**config.mk**
```make
export PLATFORM = sky130hd
export DESIGN_NAME = hazard_fwd_ctrl
export DESIGN_NICKNAME = d
export VERILOG_FILES = /design/src/rtl/hazard_fwd_pkg.sv /design/src/rtl/hazard_fwd_ctrl_prio_match.sv /design/src/rtl/hazard_fwd_ctrl.sv
export SDC_FILE = /design/constraint.sdc
export NUM_CORES = 1
export LEC_CHECK = 0
export ABC_AREA = 1
export CAP_MARGIN = 10
export CORE_MARGIN = 5
export CORE_UTILIZATION = 55
export CTS_CLUSTER_SIZE = 14
export DETAILED_ROUTE_END_ITERATION = 16
export DONT_BUFFER_PORTS = 1
export MAX_ROUTING_LAYER = met4
export PLACE_DENSITY_LB_ADDON = 0.08
export SLEW_MARGIN = 10
export SYNTH_ARGS = -nofsm -noshare
export SYNTH_HDL_FRONTEND = slang
export SYNTH_HIERARCHICAL = 1
export SYNTH_SLANG_ARGS = --single-unit
```
**constraint.sdc**
```tcl
create_clock -name clk -period 2.1 [get_ports clk]
set_input_delay 0.21 -clock clk [delete_from_list [all_inputs] [get_ports clk]]
set_output_delay 0.21 -clock clk [all_outputs]
set_load 0.005 [all_outputs]
```
**src/rtl/hazard_fwd_pkg.sv**
```systemverilog
// Shared constants and helpers for the forwarding/hazard controller.
package hazard_fwd_pkg;

    // Forward select value meaning "take the operand from the register file".
    localparam int SEL_RF = 0;

    function automatic int sel_w(input int num_stages);
        return (num_stages > 1) ? $clog2(num_stages) : 1;
    endfunction

endpackage

```
**src/rtl/hazard_fwd_ctrl_prio_match.sv**
```systemverilog
// Priority matcher: finds the youngest (lowest index) live stage whose rd equals rs_i.
module fwd_prio_match #(
    parameter int NUM_STAGES = 3,
    parameter int REG_ADDR_W = 5,
    parameter int SEL_W      = 2
) (
    input  logic [REG_ADDR_W-1:0]            rs_i,
    input  logic [NUM_STAGES*REG_ADDR_W-1:0] stg_rd_i,
    input  logic [NUM_STAGES-1:0]            stg_live_i,
    output logic                             hit_o,
    output logic [SEL_W-1:0]                 idx_o
);

    // Walk oldest to youngest so the youngest match is the one left standing.
    always_comb begin
        hit_o = 1'b0;
        idx_o = '0;
        for (int k = NUM_STAGES - 1; k >= 0; k--) begin
            if (stg_live_i[k] && (stg_rd_i[k*REG_ADDR_W +: REG_ADDR_W] == rs_i)) begin
                hit_o = 1'b1;
                idx_o = SEL_W'(k);
            end
        end
    end

endmodule

```
**src/rtl/hazard_fwd_ctrl.sv**
```systemverilog
// Forwarding + hazard controller: shadow pipeline EXE..WB, per-port forward selects, ID stalls.
// Build option FWD_WB_BYPASS_EN: when defined, the last tracked stage (WB) also forwards to EXE.
module hazard_fwd_ctrl
    import hazard_fwd_pkg::*;
#(
    parameter int  NUM_RS         = 2,
    parameter int  REG_ADDR_W     = 5,
    parameter int  NUM_STAGES     = 3,
    parameter int  LOAD_READY_STG = 2,
    parameter int  CNT_W          = 32,
    localparam int SEL_W          = sel_w(NUM_STAGES)
) (
    input  logic                         clk,
    input  logic                         arst_n,
    input  logic                         id_valid,
    input  logic [NUM_RS*REG_ADDR_W-1:0] id_rs,
    input  logic [REG_ADDR_W-1:0]        id_rd,
    input  logic                         id_reg_write,
    input  logic                         id_mem_read,
    input  logic                         flush,
    output logic                         stall,
    output logic [NUM_RS*SEL_W-1:0]      fwd_sel,
    output logic [CNT_W-1:0]             stall_cnt
);

`ifdef FWD_WB_BYPASS_EN
    localparam int FMAX = NUM_STAGES - 1;
`else
    localparam int FMAX = NUM_STAGES - 2;
`endif

    typedef struct packed {
        logic                  valid;
        logic [REG_ADDR_W-1:0] rd;
        logic                  we;
        logic                  is_load;
    } stage_entry_t;

    stage_entry_t                 st_q [NUM_STAGES];
    stage_entry_t                 st_d [NUM_STAGES];
    logic [NUM_RS*REG_ADDR_W-1:0] rs0_q, rs0_d;
    logic [CNT_W-1:0]             stall_cnt_q, stall_cnt_d;

    logic [NUM_STAGES*REG_ADDR_W-1:0] stg_rd;
    logic [NUM_STAGES-1:0]            stg_live, stg_load, fwd_live, haz_live;

    always_comb begin
        stg_rd   = '0;
        stg_live = '0;
        stg_load = '0;
        fwd_live = '0;
        haz_live = '0;
        for (int k = 0; k < NUM_STAGES; k++) begin
            stg_rd[k*REG_ADDR_W +: REG_ADDR_W] = st_q[k].rd;
            stg_live[k] = st_q[k].valid & st_q[k].we & (st_q[k].rd != '0);
            stg_load[k] = st_q[k].is_load;
            fwd_live[k] = stg_live[k] & (k >= 1) & (k <= FMAX);
            // The last stage writes the reg file before ID reads it, so it never blocks ID.
            haz_live[k] = stg_live[k] & (k <= NUM_STAGES - 2);
        end
    end

    logic [NUM_RS-1:0] fwd_hit, haz_hit;
    logic [SEL_W-1:0]  fwd_idx [NUM_RS];
    logic [SEL_W-1:0]  haz_idx [NUM_RS];

    for (genvar p = 0; p < NUM_RS; p++) begin : g_port
        fwd_prio_match #(
            .NUM_STAGES (NUM_STAGES),
            .REG_ADDR_W (REG_ADDR_W),
            .SEL_W      (SEL_W)
        ) u_fwd (
            .rs_i       (rs0_q[p*REG_ADDR_W +: REG_ADDR_W]),
            .stg_rd_i   (stg_rd),
            .stg_live_i (fwd_live),
            .hit_o      (fwd_hit[p]),
            .idx_o      (fwd_idx[p])
        );

        fwd_prio_match #(
            .NUM_STAGES (NUM_STAGES),
            .REG_ADDR_W (REG_ADDR_W),
            .SEL_W      (SEL_W)
        ) u_haz (
            .rs_i       (id_rs[p*REG_ADDR_W +: REG_ADDR_W]),
            .stg_rd_i   (stg_rd),
            .stg_live_i (haz_live),
            .hit_o      (haz_hit[p]),
            .idx_o      (haz_idx[p])
        );

        assign fwd_sel[p*SEL_W +: SEL_W] = (st_q[0].valid && fwd_hit[p]) ? fwd_idx[p]
                                                                          : SEL_W'(SEL_RF);
    end

    // A match at stage k meets the consumer at stage k+1 once the consumer reaches EXE.
    logic need_stall;
    always_comb begin
        need_stall = 1'b0;
        for (int p = 0; p < NUM_RS; p++) begin
            if (haz_hit[p]) begin
                if (int'(haz_idx[p]) + 1 > FMAX) begin
                    need_stall = 1'b1;
                end
                if (stg_load[haz_idx[p]] && (int'(haz_idx[p]) + 1 < LOAD_READY_STG)) begin
                    need_stall = 1'b1;
                end
            end
        end
    end

    assign stall = need_stall & id_valid & ~flush;

    always_comb begin
        st_d[0] = '0;
        rs0_d   = '0;
        if (!(stall || flush)) begin
            st_d[0].valid   = id_valid;
            st_d[0].rd      = id_rd;
            st_d[0].we      = id_reg_write;
            st_d[0].is_load = id_mem_read;
            rs0_d           = id_rs;
        end
        for (int k = 1; k < NUM_STAGES; k++) begin
            st_d[k] = st_q[k-1];
        end
        stall_cnt_d = stall_cnt_q;
        if (stall && (stall_cnt_q != '1)) begin
            stall_cnt_d = stall_cnt_q + CNT_W'(1);
        end
    end

    always_ff @(posedge clk or negedge arst_n) begin
        if (!arst_n) begin
            for (int k = 0; k < NUM_STAGES; k++) begin
                st_q[k] <= '0;
            end
            rs0_q       <= '0;
            stall_cnt_q <= '0;
        end else begin
            st_q        <= st_d;
            rs0_q       <= rs0_d;
            stall_cnt_q <= stall_cnt_d;
        end
    end

    assign stall_cnt = stall_cnt_q;

endmodule

```
After elaboration in Yosys (flattened, before gate mapping). Index checks and enable logic that the tools add are counted. Widths: inputs -> output; s select.

Flip-flop bits (word level): 59.

Bitwise gates (word level): 7. Reduce and logical (&&, ||, !) cells: 14. Add/sub/neg operators: 3. Equal/unequal tests: 7. Mux-type cells: 26. Magnitude comparators: 6.

Operators with widths (count): $gt 32x2->1 const B (2); $add 32x1->32 const B (1); $ne 32x32->1 const B (1); $eq 5x5->1 (6); $mux 1 (20); $logic_and 1x1->1 (11); $mux 10 (1); $reduce_bool 5->1 (2); $mux 8 (1); $add 2x1->3 const B (2); $and 1x1->1 (6); $lt 2x3->1 const B (2); $lt 3x2->1 const B (2); $bmux 1 s2 (2); $mux 2 (2); $logic_or 1x1->1 (1); $not 1->1 (1).

Depth between registers and ports, before layout.
Depth in word-level cells: 17. Mapped depth: 19. Gate-level depth less buffers: 18.

Modules after synthesis. The synthesis kept the hierarchy.

By module, submodules not included: hazard_fwd_ctrl (area an instance 3256.9 µm², sequential area each 1551.5 µm², cells an instance 462, times used 1); fwd_prio_match (area an instance 295.3 µm², sequential area each 0.0 µm², cells an instance 68, times used 4).

Worst setup path after synthesis. Ideal clock, no wire load.

Kind: reg2reg. Start point: register st_q (netlist bit st_d[5]). End point: register rs0_q[0]. Data arrival time: 1865 ps. Required time: 1969 ps. Setup time: 131 ps. Setup slack: 105 ps. Period minus slack after synthesis: 1995 ps. Stages on the path, launching flop included: 17. Path through: dfrtp_1 -> nor3_1 -> nand2_1 -> nand3_1 -> inv_1 -> nand2_1 -> nor2_2 -> nand3_2 -> nor2b_4 -> nor2_1 -> nand2_1 -> nand2_1 -> nand2_1 -> nand2_1 -> nand2_1 -> clkbuf_1 -> nor2_1.

RTL lines: start, declared (RTL line hazard_fwd_ctrl.sv:39) `stage_entry_t st_q [NUM_STAGES];`; start signal, assigned (RTL line hazard_fwd_ctrl.sv:141) `st_q <= st_d;`; end signal, assigned (RTL line hazard_fwd_ctrl.sv:142) `rs0_q <= rs0_d;`; end, declared (RTL line hazard_fwd_ctrl.sv:41) `logic [NUM_RS*REG_ADDR_W-1:0] rs0_q, rs0_d;`.

==> metrics <==
post-synthesis sequential area ratio=35.0%; synthesized flop and latch total=62; number of remaining DRC errors=0; DP HPWL=8.70 mm; Die Area=between 0.009 and 0.01 mm2; share of cells above drive strength 1=about a fifth; first-pass GRT wire length=20.4 mm; core area=0.00781 mm2; M1 WL=4.89 mm; Clock Latency Late Sink=0.35 ns; Port Buffers=0; worst stage delay on the critical path=0.40 ns; critical path's slowest cell=dfrtp_1; Max Transition Viols Final=0; gp weighted congestion=0.908; final setup fails=50; Post-DP Area=0.00470 mm2; total power=2.89 mW; Pleak=3.08 nW; fin crit share=106%; die height=99.8 um; met3 routed WL=757 um; Vias=4703; Max FO, Critical Path=3; I/O Pins=58; CTS H-tree lvls=3; Syn Std Cell Area=0.00444 mm2; Max VDD drop=0.000392 V; Avg WL per Cell=approximately 15 um; Num CTS Buffers=9; Die X=99.8 um; average size of a mapped cell=6.05 um2; initial core utilization=56.8%; most used cell, CP=nand2_1; number of global-route vias before repair=approximately 4500; CP Cell Sequence=nor3_2 -> nand2_1 -> nand3_1 -> inv_2 -> nand2_2 -> nor2_4 -> nand3_2 -> nor2b_4 -> nor2_1 -> nand2_1 -> nand2_1 -> nand2_2 -> nand3_2 -> inv_2 -> buf_6; crit path launch type=register; post-layout min period=2.22 ns; clock edge transition at the registers on the reported setup and hold paths=0.08 ns; CP required=1.89 ns; final worst setup slack=-0.118 ns; diode count=0; PwrDens=about 500 mW/mm2; Max-Cap Viols=0; Worst Skew=~0.0083 ns; Peak Freq=451 MHz; violated checks=negative setup slack; unique cell type count in the Yosys netlist=22; Top Metal Used=met4; DRT Wirelength=13.4 mm; TritonRoute pass-1 iters=5; Stages on worst setup path=15; most common cell after layout, fill and taps aside=nand2_1; GRT Residual Overflow=0; initial antenna violation count=0; CTS sink count=between 60 and 70; Mapped Cells=734; worst reg2reg setup slack=-0.12 ns; Synth warnings=6; dpl cells=855; Via density=5.16; Routed Antenna Nets=0; initial drt markers=256; Synth-to-Final Area Change=28.5%; Hold Crit Start=id_valid; met2 routed WL=7.10 mm; FF-to-FF End=rs0_q[2]; GRT Util Overall=a little over a quarter; Bufs and invs on worst path=3; cell family with most CP delay=simple AND/OR/NAND/NOR gates; reg2reg start=st_d[5]; final hold vios=0; row count=32; R2R depth=19; crit end category=output pin; Final Cell Area=0.00570 mm2; critical path class=reg2out; status=finished, violations left; post-layout net count=827; worst hold path depth=3; pin count of the biggest net entering global routing=63; RSZ-0062 raised after global routing=true; Hold Path Class=in2reg; Clock Path Buffers=2; worst hold path endpoint=st_d[15]; most frequent cells in the layout=nand2_1, nor2_1, inv_1; root buffer cell=clkbuf_8; Worst Path Arrival=between 2 and 2.5 ns; Layout Cells excl Fill=912; CTS tree=built
tightest hold or removal path, stage by stage:
cell and delay (ns):
nand2_4 0.04, nand3_1 0.06, inv_1 0.03
synth_stat cells:
library cell / instances / share of area [%]
clkbuf_1: 1 / 0.084
xor2_1: 17 / 3.4
nand2_1: 341 / 29
nor2_2: 15 / 2.1
nand2_4: 2 / 0.51
xnor2_1: 6 / 1.2
buf_6: 3 / 0.76
and3_1: 4 / 0.56
nor2_1: 114 / 9.6
buf_2: 3 / 0.34
nand3_1: 34 / 3.8
conb_1: 1 / 0.084
nor2_4: 1 / 0.25
inv_2: 21 / 1.8
ha_1: 1 / 0.28
o21ai_0: 9 / 1.0
dfrtp_1: 62 / 35
nor3_1: 2 / 0.23
nor2_8: 1 / 0.45
inv_1: 87 / 7.4
nor2b_4: 4 / 1.2
nand3_2: 5 / 1.1
sequential cells by signal (all words and copies together), names as in the netlist:
register / flops
stall_cnt: 32
st_d: 15
st_q: 5
rs0_q: 10
power by group:
part / switching [mW] / internal, mW / total (mW)
Clock: 0.530 / 0.672 / 1.20
Sequential: 0.0368 / 1.23 / 1.26
Combinational: 0.249 / 0.174 / 0.422
Total: 0.816 / 2.07 / 2.89
worst max path at each step:
stage / from / endpoint / slack [ns]
finish: st_d[5] / stall / -0.12
global route: st_d[10] / stall_cnt[16] / -0.24
CTS: st_d[12] / stall / -0.06
detailed placement: st_d[14] / stall_cnt[8] / -0.05
global placement: st_d[14] / stall_cnt[5] / 0.04
floorplan: st_d[5] / rs0_q[0] / 0.10
repair_timing:
action                                  CTS  global route
resized for setup                        12            89
pin swaps                                 7            34
endpoints found under the setup margin   32            50
hold buffers                             20             0
setup buffers                             6             8
endpoints found under the hold margin    80             0
cloned                                    1             6
routing by layer:
metal | up-vias | GRT usage [%]
met2 | 178 | 46.2
met3 | 57 | 4.17
met5 | - | -
met1 | 2154 | 27.7
li1 | 2314 | -
met4 | 0 | 16.2
kinds of logic (layout without fill, tap and decap cells):
family	Yosys count	after routing	synth area share, %
and+or+nand+nor	523	525	48.8
buffers and inverters	115	184	10.3
DFF	62	62	35.0
xor gates and xnor gates	23	23	4.54
AOI/OAI and AO/OA	9	9	1.01
adders and majority gates	1	1	0.282
other	1	6	0.0845
final cells by class:
| cell class | instances | area (um2) |
|---|---|---|
| clock buffer | 9 | 124 |
| clock inverter | 7 | 97.6 |
| fill | 660 | 2110 |
| inverter | 108 | 408 |
| multi-input combinational | 564 | 2730 |
| sequential | 62 | 1550 |
| tap | 102 | 128 |
| timing repair buffer | 60 | 668 |
stage by stage:
step           utilization [%]  hold WS (ns)  TNS, ns  setup WS, ns
2_1_floorplan                -       -0.0856        0         0.105
3_3_place_gp              60.3       -0.0842        0        0.0388
3_5_place_dp              60.3       -0.0845   -0.481       -0.0475
4_1_cts                   67.5        0.0378   -0.182       -0.0594
5_1_grt                   73.0        0.0570   -10.48        -0.242
6_report                  73.0        0.0262    -3.44        -0.118
Power figures use the tool's default switching activity.
